## config.mk

```make
export PLATFORM = sky130hd
export DESIGN_NAME = program_loader_flat
export DESIGN_NICKNAME = d
export VERILOG_FILES = /design/src/rtl/program_loader_if.sv /design/src/rtl/program_loader.sv /design/src/flat_wrapper.sv
export SDC_FILE = /design/constraint.sdc
export NUM_CORES = 1
export LEC_CHECK = 0
export CAP_MARGIN = 20
export CORE_MARGIN = 8
export CORE_UTILIZATION = 57
export CTS_CLUSTER_SIZE = 8
export DETAILED_ROUTE_END_ITERATION = 7
export PLACE_DENSITY = 0.9
export RECOVER_POWER = 100
export SYNTH_ARGS = -nofsm -noshare
export SYNTH_HDL_FRONTEND = slang
export SYNTH_SLANG_ARGS = --single-unit
```

## constraint.sdc

```tcl
create_clock -name clk -period 6.95 [get_ports clk]
set_input_delay 1.39 -clock clk [delete_from_list [all_inputs] [get_ports clk]]
set_output_delay 1.39 -clock clk [all_outputs]
set_load 0.1 [all_outputs]
```

## src/rtl/program_loader_if.sv

```systemverilog
`default_nettype none
// +------------------------------------------------------------------+
// | program_loader_if : stream, memory-write and status bundle        |
// | Rev 1.0                                                           |
// +------------------------------------------------------------------+
interface program_loader_if #(
  parameter int ADDR_WIDTH = 4,
  parameter int DATA_WIDTH = 8
) ();
  logic                  start;
  logic                  in_valid;
  logic [DATA_WIDTH-1:0] in_data;
  logic                  in_ready;
  logic                  mem_we;
  logic [ADDR_WIDTH-1:0] mem_addr;
  logic [DATA_WIDTH-1:0] mem_wdata;
  logic                  cpu_reset;
  logic                  busy;
  logic                  done;
  logic                  checksum_err;
  logic [ADDR_WIDTH:0]   word_count;

  modport master (
    output start, in_valid, in_data,
    input  in_ready, mem_we, mem_addr, mem_wdata, cpu_reset, busy, done,
           checksum_err, word_count
  );

  modport slave (
    input  start, in_valid, in_data,
    output in_ready, mem_we, mem_addr, mem_wdata, cpu_reset, busy, done,
           checksum_err, word_count
  );
endinterface
`default_nettype wire

```

## src/rtl/program_loader.sv

```systemverilog
`default_nettype none
// +------------------------------------------------------------------+
// | program_loader : framed byte-stream writer for instruction memory |
// | Rev 1.0                                                           |
// +------------------------------------------------------------------+
module program_loader #(
  parameter int ADDR_WIDTH = 4,
  parameter int DATA_WIDTH = 8
) (
  input  wire logic       clk,
  input  wire logic       reset,
  program_loader_if.slave bus
);
  localparam int CW = ADDR_WIDTH + 1;
  localparam logic [CW-1:0] c_DEPTH = CW'(2 ** ADDR_WIDTH);

  typedef enum logic [2:0] {
    S_IDLE = 3'd0,
    S_HDR  = 3'd1,
    S_DATA = 3'd2,
    S_CHK  = 3'd3,
    S_DONE = 3'd4,
    S_ERR  = 3'd5
  } state_t;

  state_t                r_state, w_state_nxt;
  logic [CW-1:0]         r_count, w_count_nxt;
  logic [CW-1:0]         r_n, w_n_nxt;
  logic [DATA_WIDTH-1:0] r_sum, w_sum_nxt;
  logic                  r_we, w_we_nxt;
  logic [ADDR_WIDTH-1:0] r_addr, w_addr_nxt;
  logic [DATA_WIDTH-1:0] r_wdata, w_wdata_nxt;
  logic                  r_busy, r_done, r_err, r_cpu_reset;

  logic                  w_accept;
  logic [CW-1:0]         w_hdr_n;
  logic                  w_hdr_ok;
  logic [DATA_WIDTH-1:0] w_chk_sum;

  // r_busy doubles as in_ready: bytes are only taken in HDR, DATA and CHK
  assign w_accept  = bus.in_valid && r_busy;
  assign w_hdr_n   = bus.in_data[ADDR_WIDTH:0];
  assign w_hdr_ok  = ((bus.in_data >> CW) == '0) && (w_hdr_n != '0) && (w_hdr_n <= c_DEPTH);
  assign w_chk_sum = r_sum + bus.in_data;

  always_comb begin
    w_state_nxt = r_state;
    w_count_nxt = r_count;
    w_n_nxt     = r_n;
    w_sum_nxt   = r_sum;
    w_we_nxt    = 1'b0;
    w_addr_nxt  = r_addr;
    w_wdata_nxt = r_wdata;
    case (r_state)
      S_IDLE, S_DONE, S_ERR: begin
        if (bus.start) begin
          w_state_nxt = S_HDR;
          w_count_nxt = '0;
          w_n_nxt     = '0;
          w_sum_nxt   = '0;
        end
      end
      S_HDR: begin
        if (w_accept) begin
          w_n_nxt     = w_hdr_n;
          w_state_nxt = w_hdr_ok ? S_DATA : S_ERR;
        end
      end
      S_DATA: begin
        if (w_accept) begin
          w_we_nxt    = 1'b1;
          w_addr_nxt  = r_count[ADDR_WIDTH-1:0];
          w_wdata_nxt = bus.in_data;
          w_count_nxt = r_count + CW'(1);
          w_sum_nxt   = w_chk_sum;
          if (w_count_nxt == r_n) begin
            w_state_nxt = S_CHK;
          end
        end
      end
      S_CHK: begin
        if (w_accept) begin
          w_state_nxt = (w_chk_sum == '0) ? S_DONE : S_ERR;
        end
      end
      default: w_state_nxt = S_IDLE;
    endcase
  end

  // Status flags are registered from the next state so they move with it
  always_ff @(posedge clk or posedge reset) begin
    if (reset) begin
      r_state     <= S_IDLE;
      r_count     <= '0;
      r_n         <= '0;
      r_sum       <= '0;
      r_we        <= 1'b0;
      r_addr      <= '0;
      r_wdata     <= '0;
      r_busy      <= 1'b0;
      r_done      <= 1'b0;
      r_err       <= 1'b0;
      r_cpu_reset <= 1'b1;
    end else begin
      r_state     <= w_state_nxt;
      r_count     <= w_count_nxt;
      r_n         <= w_n_nxt;
      r_sum       <= w_sum_nxt;
      r_we        <= w_we_nxt;
      r_addr      <= w_addr_nxt;
      r_wdata     <= w_wdata_nxt;
      r_busy      <= (w_state_nxt == S_HDR) || (w_state_nxt == S_DATA) || (w_state_nxt == S_CHK);
      r_done      <= (w_state_nxt == S_DONE);
      r_err       <= (w_state_nxt == S_ERR);
      r_cpu_reset <= (w_state_nxt != S_DONE);
    end
  end

  assign bus.in_ready     = r_busy;
  assign bus.busy         = r_busy;
  assign bus.mem_we       = r_we;
  assign bus.mem_addr     = r_addr;
  assign bus.mem_wdata    = r_wdata;
  assign bus.done         = r_done;
  assign bus.checksum_err = r_err;
  assign bus.cpu_reset    = r_cpu_reset;
  assign bus.word_count   = r_count;
endmodule
`default_nettype wire

```

## src/flat_wrapper.sv

```systemverilog
// flat-port wrapper written by rule: the top's interface ports become plain ports
module program_loader_flat 
#(
  parameter int ADDR_WIDTH = 4,
  parameter int DATA_WIDTH = 8
)
  (clk, reset, bus_start, bus_in_valid, bus_in_data, bus_in_ready, bus_mem_we, bus_mem_addr, bus_mem_wdata, bus_cpu_reset, bus_busy, bus_done, bus_checksum_err, bus_word_count);
  program_loader_if #(.ADDR_WIDTH(ADDR_WIDTH), .DATA_WIDTH(DATA_WIDTH)) bus_i ();
  input  wire logic clk;
  input  wire logic reset;
  input wire logic [$bits(bus_i.start)-1:0] bus_start;
  input wire logic [$bits(bus_i.in_valid)-1:0] bus_in_valid;
  input wire logic [$bits(bus_i.in_data)-1:0] bus_in_data;
  output wire logic [$bits(bus_i.in_ready)-1:0] bus_in_ready;
  output wire logic [$bits(bus_i.mem_we)-1:0] bus_mem_we;
  output wire logic [$bits(bus_i.mem_addr)-1:0] bus_mem_addr;
  output wire logic [$bits(bus_i.mem_wdata)-1:0] bus_mem_wdata;
  output wire logic [$bits(bus_i.cpu_reset)-1:0] bus_cpu_reset;
  output wire logic [$bits(bus_i.busy)-1:0] bus_busy;
  output wire logic [$bits(bus_i.done)-1:0] bus_done;
  output wire logic [$bits(bus_i.checksum_err)-1:0] bus_checksum_err;
  output wire logic [$bits(bus_i.word_count)-1:0] bus_word_count;
  assign bus_i.start = bus_start;
  assign bus_i.in_valid = bus_in_valid;
  assign bus_i.in_data = bus_in_data;
  assign bus_in_ready = bus_i.in_ready;
  assign bus_mem_we = bus_i.mem_we;
  assign bus_mem_addr = bus_i.mem_addr;
  assign bus_mem_wdata = bus_i.mem_wdata;
  assign bus_cpu_reset = bus_i.cpu_reset;
  assign bus_busy = bus_i.busy;
  assign bus_done = bus_i.done;
  assign bus_checksum_err = bus_i.checksum_err;
  assign bus_word_count = bus_i.word_count;
  program_loader #(.ADDR_WIDTH(ADDR_WIDTH), .DATA_WIDTH(DATA_WIDTH)) u_core (.clk(clk), .reset(reset), .bus(bus_i));
endmodule
```

======== Word level (Yosys, flattened, before mapping) ========
Index checks and enable logic that the tools add are counted.
W data, S select, Z words.
storage, ports and cells
  register bits ........................... 38
  input bits .............................. 12
  output and inout port bits .............. 23
  logic and storage cells ................. 62
cells by class
  muxes and demuxes ....................... 18
  add/sub/neg operators ................... 2
  reductions and logical operators ........ 15
  $lt $le $gt $ge ......................... 1
  equal/unequal tests ..................... 15
operator list
  operator               number
  $pmux W5 S2            2
  $mux W3                6
  $logic_not A8 Y1       2
  $mux W8                2
  $pmux W8 S2            1
  $mux W5                3
  $eq A3 B2 Y1 const B   4
  $eq A3 B3 Y1 const B   4
  $pmux W3 S4            1
  $add A8 B8 Y8          1
  $eq A3 B1 Y1 const B   2
  $reduce_and A3 Y1      2
  $add A5 B1 Y5 const B  1
  $eq A5 B5 Y1           1
  $le A5 B5 Y1 const B   1
  $reduce_bool A5 Y1     1
  $ne A2 B1 Y1 const B   2
  $reduce_bool A2 Y1     2
  $logic_and A1 B1 Y1    3
  $logic_not A3 Y1       1
  $mux W1                3
  $ne A3 B3 Y1 const B   1
  $reduce_or A3 Y1       1
  $logic_or A1 B1 Y1     2
  2 further kinds        2

======== Depth between registers and ports, before layout ========
Gate-level depths: netlist of the first run.
  word-level depth ........................ 9
  gate-level depth with buffers ........... 7
  mapped depth without buffers ............ 7

======== Worst setup path after synthesis of the first run ========
No wires, ideal clock.
  kind .................................... input -> register
  start ................................... in bus_in_data[0]
  end ..................................... reg u_core.r_err, in the netlist u_core.bus.checksum_err
  setup slack ............................. 3.654 ns
  buffers on the path ..................... 0
  library setup time ...................... 0.151 ns
  data arrival time ....................... 3.145 ns
  stages on the path ...................... 7
  data required time ...................... 6.799 ns
  cell sequence ........................... ha_1 -> fa_1 -> a211oi_2 -> nor4b_1 -> nand4b_2 -> o41ai_4 -> a41oi_1
between the ends
  cells in the longest elaborated chain, start to end .. 7
  elaborated cells on any way between the ends .. 12
  those cells by class .................... 1 x add/sub; 1 x order compare; 1 x eq/ne; 5 x mux; 4 x reduce/logical
ends and longest elaborated chain
  item                                                   line                   RTL
  start: declaration                                     flat_wrapper.sv:13     input wire logic [$bits(bus_i.in_data)-1:0] bus_in_data;
  branches (longest 5 deep; another with $add A8 B8 Y8)  --
  $pmux W3 S4 *                                          program_loader.sv:54   case (r_state)
  $eq A3 B3 Y1 *                                         program_loader.sv:114  r_err <= (w_state_nxt == S_ERR);
  end signal: assignment                                 program_loader.sv:114
  end: declaration                                       program_loader.sv:33   logic r_busy, r_done, r_err, r_cpu_reset;
Mark *: on every way between the ends.
A chain may end at the register's enable or synchronous reset.

======== Worst setup path in the final report of the first run ========
Same ends and word-level chain as after synthesis.

==> qor.yml, run 1 <==
outcome: "finished with violations"
violations: "capacitance limit, slew limit"
post_route_cells_drive_above_1_share_pct: 8.11
synth_xor_area_share_pct: 5.15
via_count: 1800
die_area_um2: 5970
power_density_nw_per_um2: 322
timing.rr.start: "u_core.r_sum[0]$_DFFE_PP0P_"
finalWorstPathRequiredPeriod_ps: 4150
dr.first_iter.drc_count: 116
setup.worst_path.end_class: "register"
port-buffer-count: 34
drt_drc_violations_left: 0
ys.flop_type: "sky130_fd_sc_hd__dfrtp_1"
groute.layer.met1.usage_pct: 20.0
post_dr_vias_cell: 5.86
cp_slowest_cell: "sky130_fd_sc_hd__o41ai_1"
worstPathArrival_ps: 4280
antenna_diode_count: 0
drt-total-wl_mm: 5.03
synth_cell_types: 47
synth-edff-count: 0
critical_path.max_stage_delay_ps: 660
syn-num-nets: 245
cts.sinks: 38
clockBufferDepth: 2
number_of_antenna_violations_at_the_first_check_in_global_routing: 0
die_x_um: 77.3
mostFrequentLayoutCell: "sky130_fd_sc_hd__nand2_1"
synthesis.area_per_instance_um2: 9.55
criticalPathCategory: "input pin to register"
slew_violations: 39
gr-max-usage-layer: "met2"
rr_worst_depth: 7
core_um2: 3630
worst_slew_margin_rel_pct: -33.0
final_setup_tns_ps: 0
globalRouteMet3Util_pct: 5.83
compound_gate_fraction_of_synth_area_pct: 17.8
gpl.final_weighted_congestion: 0.864
initial_core_util_pct: 58.9
synth_simple_gate_area_share_pct: 22.8
layout_common_cells: "sky130_fd_sc_hd__nand2_1, sky130_fd_sc_hd__dfrtp_1, sky130_fd_sc_hd__dlygate4sd3_1"
max-vdd-ir-drop_v: 0.000311
synth_mux_area_share_pct: 0.936
tritoncts: "done"
filler_cell_count: 277
ctsHoldBuffers: 0
main_combinational_cell_family_by_area_after_synthesis: "simple AND/OR/NAND/NOR gates"
leakage_uw: 0.00128
fp-row-count: 22
final.period_utilization_pct: 59.7
yosysSeqAreaShare_pct: 44.5
htree_levels: 2
firstDrtPassIters: 4
clock-root-buffer: "sky130_fd_sc_hd__clkbuf_8"
clk-insertion-delay-late_ps: 290
worst_hold_path.num_cells: 2
route.detailed.wl_per_inst_um: 16.4
cts.clk_slew.worst_paths_ps: 80
skew_ps: 3.11
reg2reg_slack_ps: 4140
grt_setup_unrepaired: "no"
tritoncts.num_buffers: 5
met2_usage_pct: 28.8
grt_first_pass_wirelength_mm: 8.46
clock.fmax_mhz: 241
netlist.top_cell.by_area: "sky130_fd_sc_hd__dfrtp_1"
area_growth_pct: 22.2
mappedNetlistArea_um2: 2140
worst_hold_slack_ps: 470
cp_data_required_time_ps: 7080
timing.max_cap.violations: 1
cells_after_synthesis: 224
netlist_top_cells_area: "sky130_fd_sc_hd__dfrtp_1, sky130_fd_sc_hd__nand2_1, sky130_fd_sc_hd__ha_1, sky130_fd_sc_hd__o21ai_0, sky130_fd_sc_hd__nor2b_1"
postSynthRegisterBits: 38
crit_chain: "dlygate4sd3_1 -> ha_1 -> fa_1 -> a211oi_1 -> nor4b_1 -> nand4b_2 -> o41ai_1 -> a41oi_1"
async_reset_ff_share_pct: 100
synth_top_area_share_pct: 43.3
report.final.setup_viol: 0
finish.net_count: 279
hp-start: "u_core.bus.mem_addr[2]$_DFFE_PP0P_"
timing.critical_path.from_type: "input pin"
resized_cells_post_cts: 0
synth_fa_ha_area_share_pct: 5.61
hold_viol_final: 0
die_height_um: 77.3
ios: 35
global_route.overflow_total: 0
vias_in_the_first_global_route: 1798
worst_slew_pin_slew_ps: 2000
crit_start: "bus_in_data[0]"
detail-route-antenna-nets: 0
hpwl_mm: 3.73
grt_usage_pct: 17.4
grt_max_degree: 39
yosys_warning_total: 0
min_path_type: "register to register"
post-cts-setup-buffers: 0
worst_path_maximum_fanout: 4
registers in the layout, indices dropped and copies added (netlist names):
register                 cells
u_core.r_state               3
u_core.bus.mem_we            1
u_core.bus.mem_addr          4
u_core.bus.mem_wdata         8
u_core.bus.checksum_err      1
u_core.bus.word_count        5
u_core.r_sum                 8
u_core.bus.done              1
u_core.r_n                   5
u_core.bus.cpu_reset         1
u_core.bus.busy              1
path summary, 6_finish.rpt:
path,to
hold / removal,u_core.bus.mem_addr[2]$_DFFE_PP0P_
hold reg to reg,u_core.bus.mem_addr[2]$_DFFE_PP0P_
max in group asynchronous,u_core.bus.word_count[3]$_DFFE_PP0P_
min in group asynchronous,u_core.bus.mem_addr[3]$_DFFE_PP0P_
setup reg to reg,u_core.bus.checksum_err$_DFF_PP0_
setup / recovery,u_core.bus.checksum_err$_DFF_PP0_
final cells by class:
cell class / instances / area (um^2) / area share, %
repair buffers: 36 / 352 / 13.4
multi-input cells: 170 / 1090 / 41.6
inverters: 7 / 26.3 / 1.00
flip-flops and latches: 38 / 952 / 36.4
clock inverters: 3 / 68.8 / 2.63
clock buffers: 5 / 68.8 / 2.63
well taps: 48 / 60.1 / 2.30
cells in the mapped netlist (all sizes together), types with 3 or more instances:
cell type,n
a21oi,7
a22o,5
a31o,5
and3,3
clkbuf,7
dfrtp,37
ha,8
inv,7
nand2,51
nand2b,3
nand3,7
nor2,10
nor2b,8
nor3,3
nor4b,3
o21ai,12
o31ai,3
xnor2,5
xor2,5
routing by layer:
metal	routed length (um)	vias up
met2	2470	60
met5	0	-
met1	2100	878
met3	350	8
li1	-	854
met4	102	0
logic make-up after synthesis:
family / count (synthesis)
AO/OA/AOI/OAI: 49
AND/OR/NAND/NOR: 99
buffers and inverters: 16
adder cells (fa/ha/maj): 9
multiplexers: 2
XOR/XNOR: 11
flip-flops: 38
critical path, delay by kind of cell:
kind	cells	cell delay (ps)
buffers and inverters	1	610
AND/OR/NAND/NOR	2	330
AO/OA/AOI/OAI	3	1270
adder cells (fa/ha/maj)	2	670
stage by stage:
stage / instances / util [%] / area, um^2 / power [uW] / setup WS [ps]
CTS: 307 / 73.0 / 2650 / 854 / 3280
finish: 307 / 72.0 / 2620 / 841 / 2800
detailed placement: 299 / 69.2 / 2510 / 626 / 2960
floorplan: 224 / - / 2140 / 547 / 3650
global route: 307 / 72.0 / 2620 / 879 / 2590
global placement: 298 / 69.0 / 2510 / 615 / 3060
power breakdown:
part | switching, uW | internal (uW) | leakage, uW | total (uW)
logic | 229 | 99.9 | 0.000705 | 329
registers | 30.3 | 254 | 0.000512 | 285
clock network | 83.6 | 144 | 0.0000683 | 227
Note: power is estimated with default switching activity, not from simulation.
==> run 2: changes to the inputs <==
--- a/config.mk
+++ b/config.mk
@@ -7,10 +7,10 @@
 export LEC_CHECK = 0
 export CAP_MARGIN = 20
 export CORE_MARGIN = 8
-export CORE_UTILIZATION = 57
+export CORE_UTILIZATION = 53
 export CTS_CLUSTER_SIZE = 8
 export DETAILED_ROUTE_END_ITERATION = 7
-export PLACE_DENSITY = 0.9
+export PLACE_DENSITY = 0.85
 export RECOVER_POWER = 100
 export SYNTH_ARGS = -nofsm -noshare
 export SYNTH_HDL_FRONTEND = slang
==> constraint.sdc (replaced) <==
create_clock -name clk -period 3.9 [get_ports clk]
set_input_delay 0.78 -clock clk [delete_from_list [all_inputs] [get_ports clk]]
set_output_delay 0.78 -clock clk [all_outputs]
set_load 0.1 [all_outputs]
==> run 2 against run 1 <==
Effect of this change: the run now ends clean; final area shrank 1.2%; clock power increased by 22%; sequential share of layout area grew 0.44 points; global-route usage fell by 1.2 points; clock-buffer cell count increased by 2; highest routed layer unchanged; critical endpoint unchanged; first-iteration DRC count is 62% higher; hold slack worse by 2.7 ps; critical path type unchanged; setup slack got worse by 2200 ps; power up 62%; sequential power increased by 79%.
==> qor.yml, run 2 (synthesis gave the netlist of run 1 again) <==
min_path_type: "register to register"
initial_core_util_pct: 54.3
clk-insertion-delay-late_ps: 290
die_area_um2: 6330
core_um2: 3940
post_route_cells_drive_above_1_share_pct: 7.31
fp-row-count: 23
resized_cells_post_cts: 0
worst_slew_margin_rel_pct: 34.3
ios: 35
worst_path_maximum_fanout: 4
timing.rr.start: "u_core.r_state[1]$_DFF_PP0_"
grt_max_degree: 25
final_critical_path_setup_slack_ps: 558
cts.clk_slew.worst_paths_ps: 70
area_growth_pct: 20.8
dp_slack_ps: 508
timing.critical_path.from_type: "input pin"
post-cts-setup-buffers: 0
via_count: 1790
post_dr_vias_cell: 5.77
max-vdd-ir-drop_v: 0.000411
skew_ps: 8.77
worst_slew_pin_slew_ps: 983
slew_violations: 0
worstPathArrival_ps: 3490
clockBufferDepth: 2
tritoncts.num_buffers: 5
cts.sinks: 38
final.period_utilization_pct: 85.7
firstDrtPassIters: 4
clock.fmax_mhz: 299
hpwl_mm: 3.65
grt_first_pass_wirelength_mm: 8.09
cp_data_required_time_ps: 4050
dr.first_iter.drc_count: 188
setup.worst_path.end_class: "register"
finish.net_count: 280
power_density_nw_per_um2: 528
die_height_um: 79.5
hp-start: "u_core.bus.mem_wdata[1]$_DFFE_PP0P_"
drt_drc_violations_left: 0
clock-root-buffer: "sky130_fd_sc_hd__clkbuf_8"
worst_hold_slack_ps: 467
vias_in_the_first_global_route: 1768
finalWorstPathRequiredPeriod_ps: 3340
mostFrequentLayoutCell: "sky130_fd_sc_hd__nand2_1"
gpl.final_weighted_congestion: 0.821
htree_levels: 2
criticalPathCategory: "input pin to register"
number_of_antenna_violations_at_the_first_check_in_global_routing: 0
leakage_uw: 0.00126
crit_start: "bus_in_data[0]"
tritoncts: "done"
report.final.setup_viol: 0
route.detailed.wl_per_inst_um: 16.0
port-buffer-count: 34
outcome: "finished clean"
timing.max_cap.violations: 0
ctsHoldBuffers: 0
global_route.overflow_total: 0
antenna_diode_count: 0
die_x_um: 79.5
grt_setup_unrepaired: "no"
grt_usage_pct: 16.1
hold_viol_final: 0
detail-route-antenna-nets: 0
drt-total-wl_mm: 4.97
final_setup_tns_ps: 0
layout_common_cells: "sky130_fd_sc_hd__nand2_1, sky130_fd_sc_hd__dfrtp_1, sky130_fd_sc_hd__dlygate4sd3_1"
==> run 2: report_power, final <==
group	total, uW	switching [uW]	internal, uW
clock	276	133	143
sequential	509	55.1	454
combinational	580	406	175
total	1360	594	771
==> run 2: final cells by class <==
type                       count  area [um^2]
timing repair buffer          37          352
tap                           50         62.6
multi-input combinational    170         1100
clock buffer                   7         86.3
sequential                    38          952
clock inverter                 1         5.00
inverter                       7         26.3
fill                         346         1360
==> run 2: critical path, stage by stage <==
cell                            delay [ps]
sky130_fd_sc_hd__dlygate4sd3_1         600
sky130_fd_sc_hd__ha_1                  250
sky130_fd_sc_hd__fa_1                  410
sky130_fd_sc_hd__a211oi_1              420
sky130_fd_sc_hd__nor4b_1               100
sky130_fd_sc_hd__nand4b_1              270
sky130_fd_sc_hd__o41ai_4               480
sky130_fd_sc_hd__a41oi_1               160
==> run 2: routing by layer <==
metal	global-route usage (%)	up-vias	share of wire, %
met4	7.22	0	1.0
li1	-	858	-
met5	0	-	0
met2	26.3	57	48
met1	19.9	868	44
met3	3.38	7	7.5
==> run 2: final timing paths <==
check                      cells after the start                                   end  slack [ps]
setup / recovery                               8     u_core.bus.checksum_err$_DFF_PP0_         560
hold / removal                                 2   u_core.bus.mem_wdata[1]$_DFFE_PP0P_         470
setup reg to reg                               7  u_core.bus.word_count[3]$_DFFE_PP0P_        1080
hold reg to reg                                2   u_core.bus.mem_wdata[1]$_DFFE_PP0P_         470
max in group asynchronous                      3    u_core.bus.mem_addr[1]$_DFFE_PP0P_        1520
min in group asynchronous                      2             u_core.r_n[2]$_DFFE_PP0P_        1120
==> run 2: stage by stage <==
| step | std cells | utilization, % | total power [uW] | area (um^2) |
|---|---|---|---|---|
| final | 310 | 65.5 | 1360 | 2580 |
| after floorplan | 224 | - | 975 | 2140 |
| after global routing | 310 | 65.5 | 1430 | 2580 |
| after global placement | 302 | 64.0 | 1100 | 2520 |
| after CTS | 310 | 66.3 | 1390 | 2620 |
| after detailed placement | 302 | 64.0 | 1110 | 2520 |
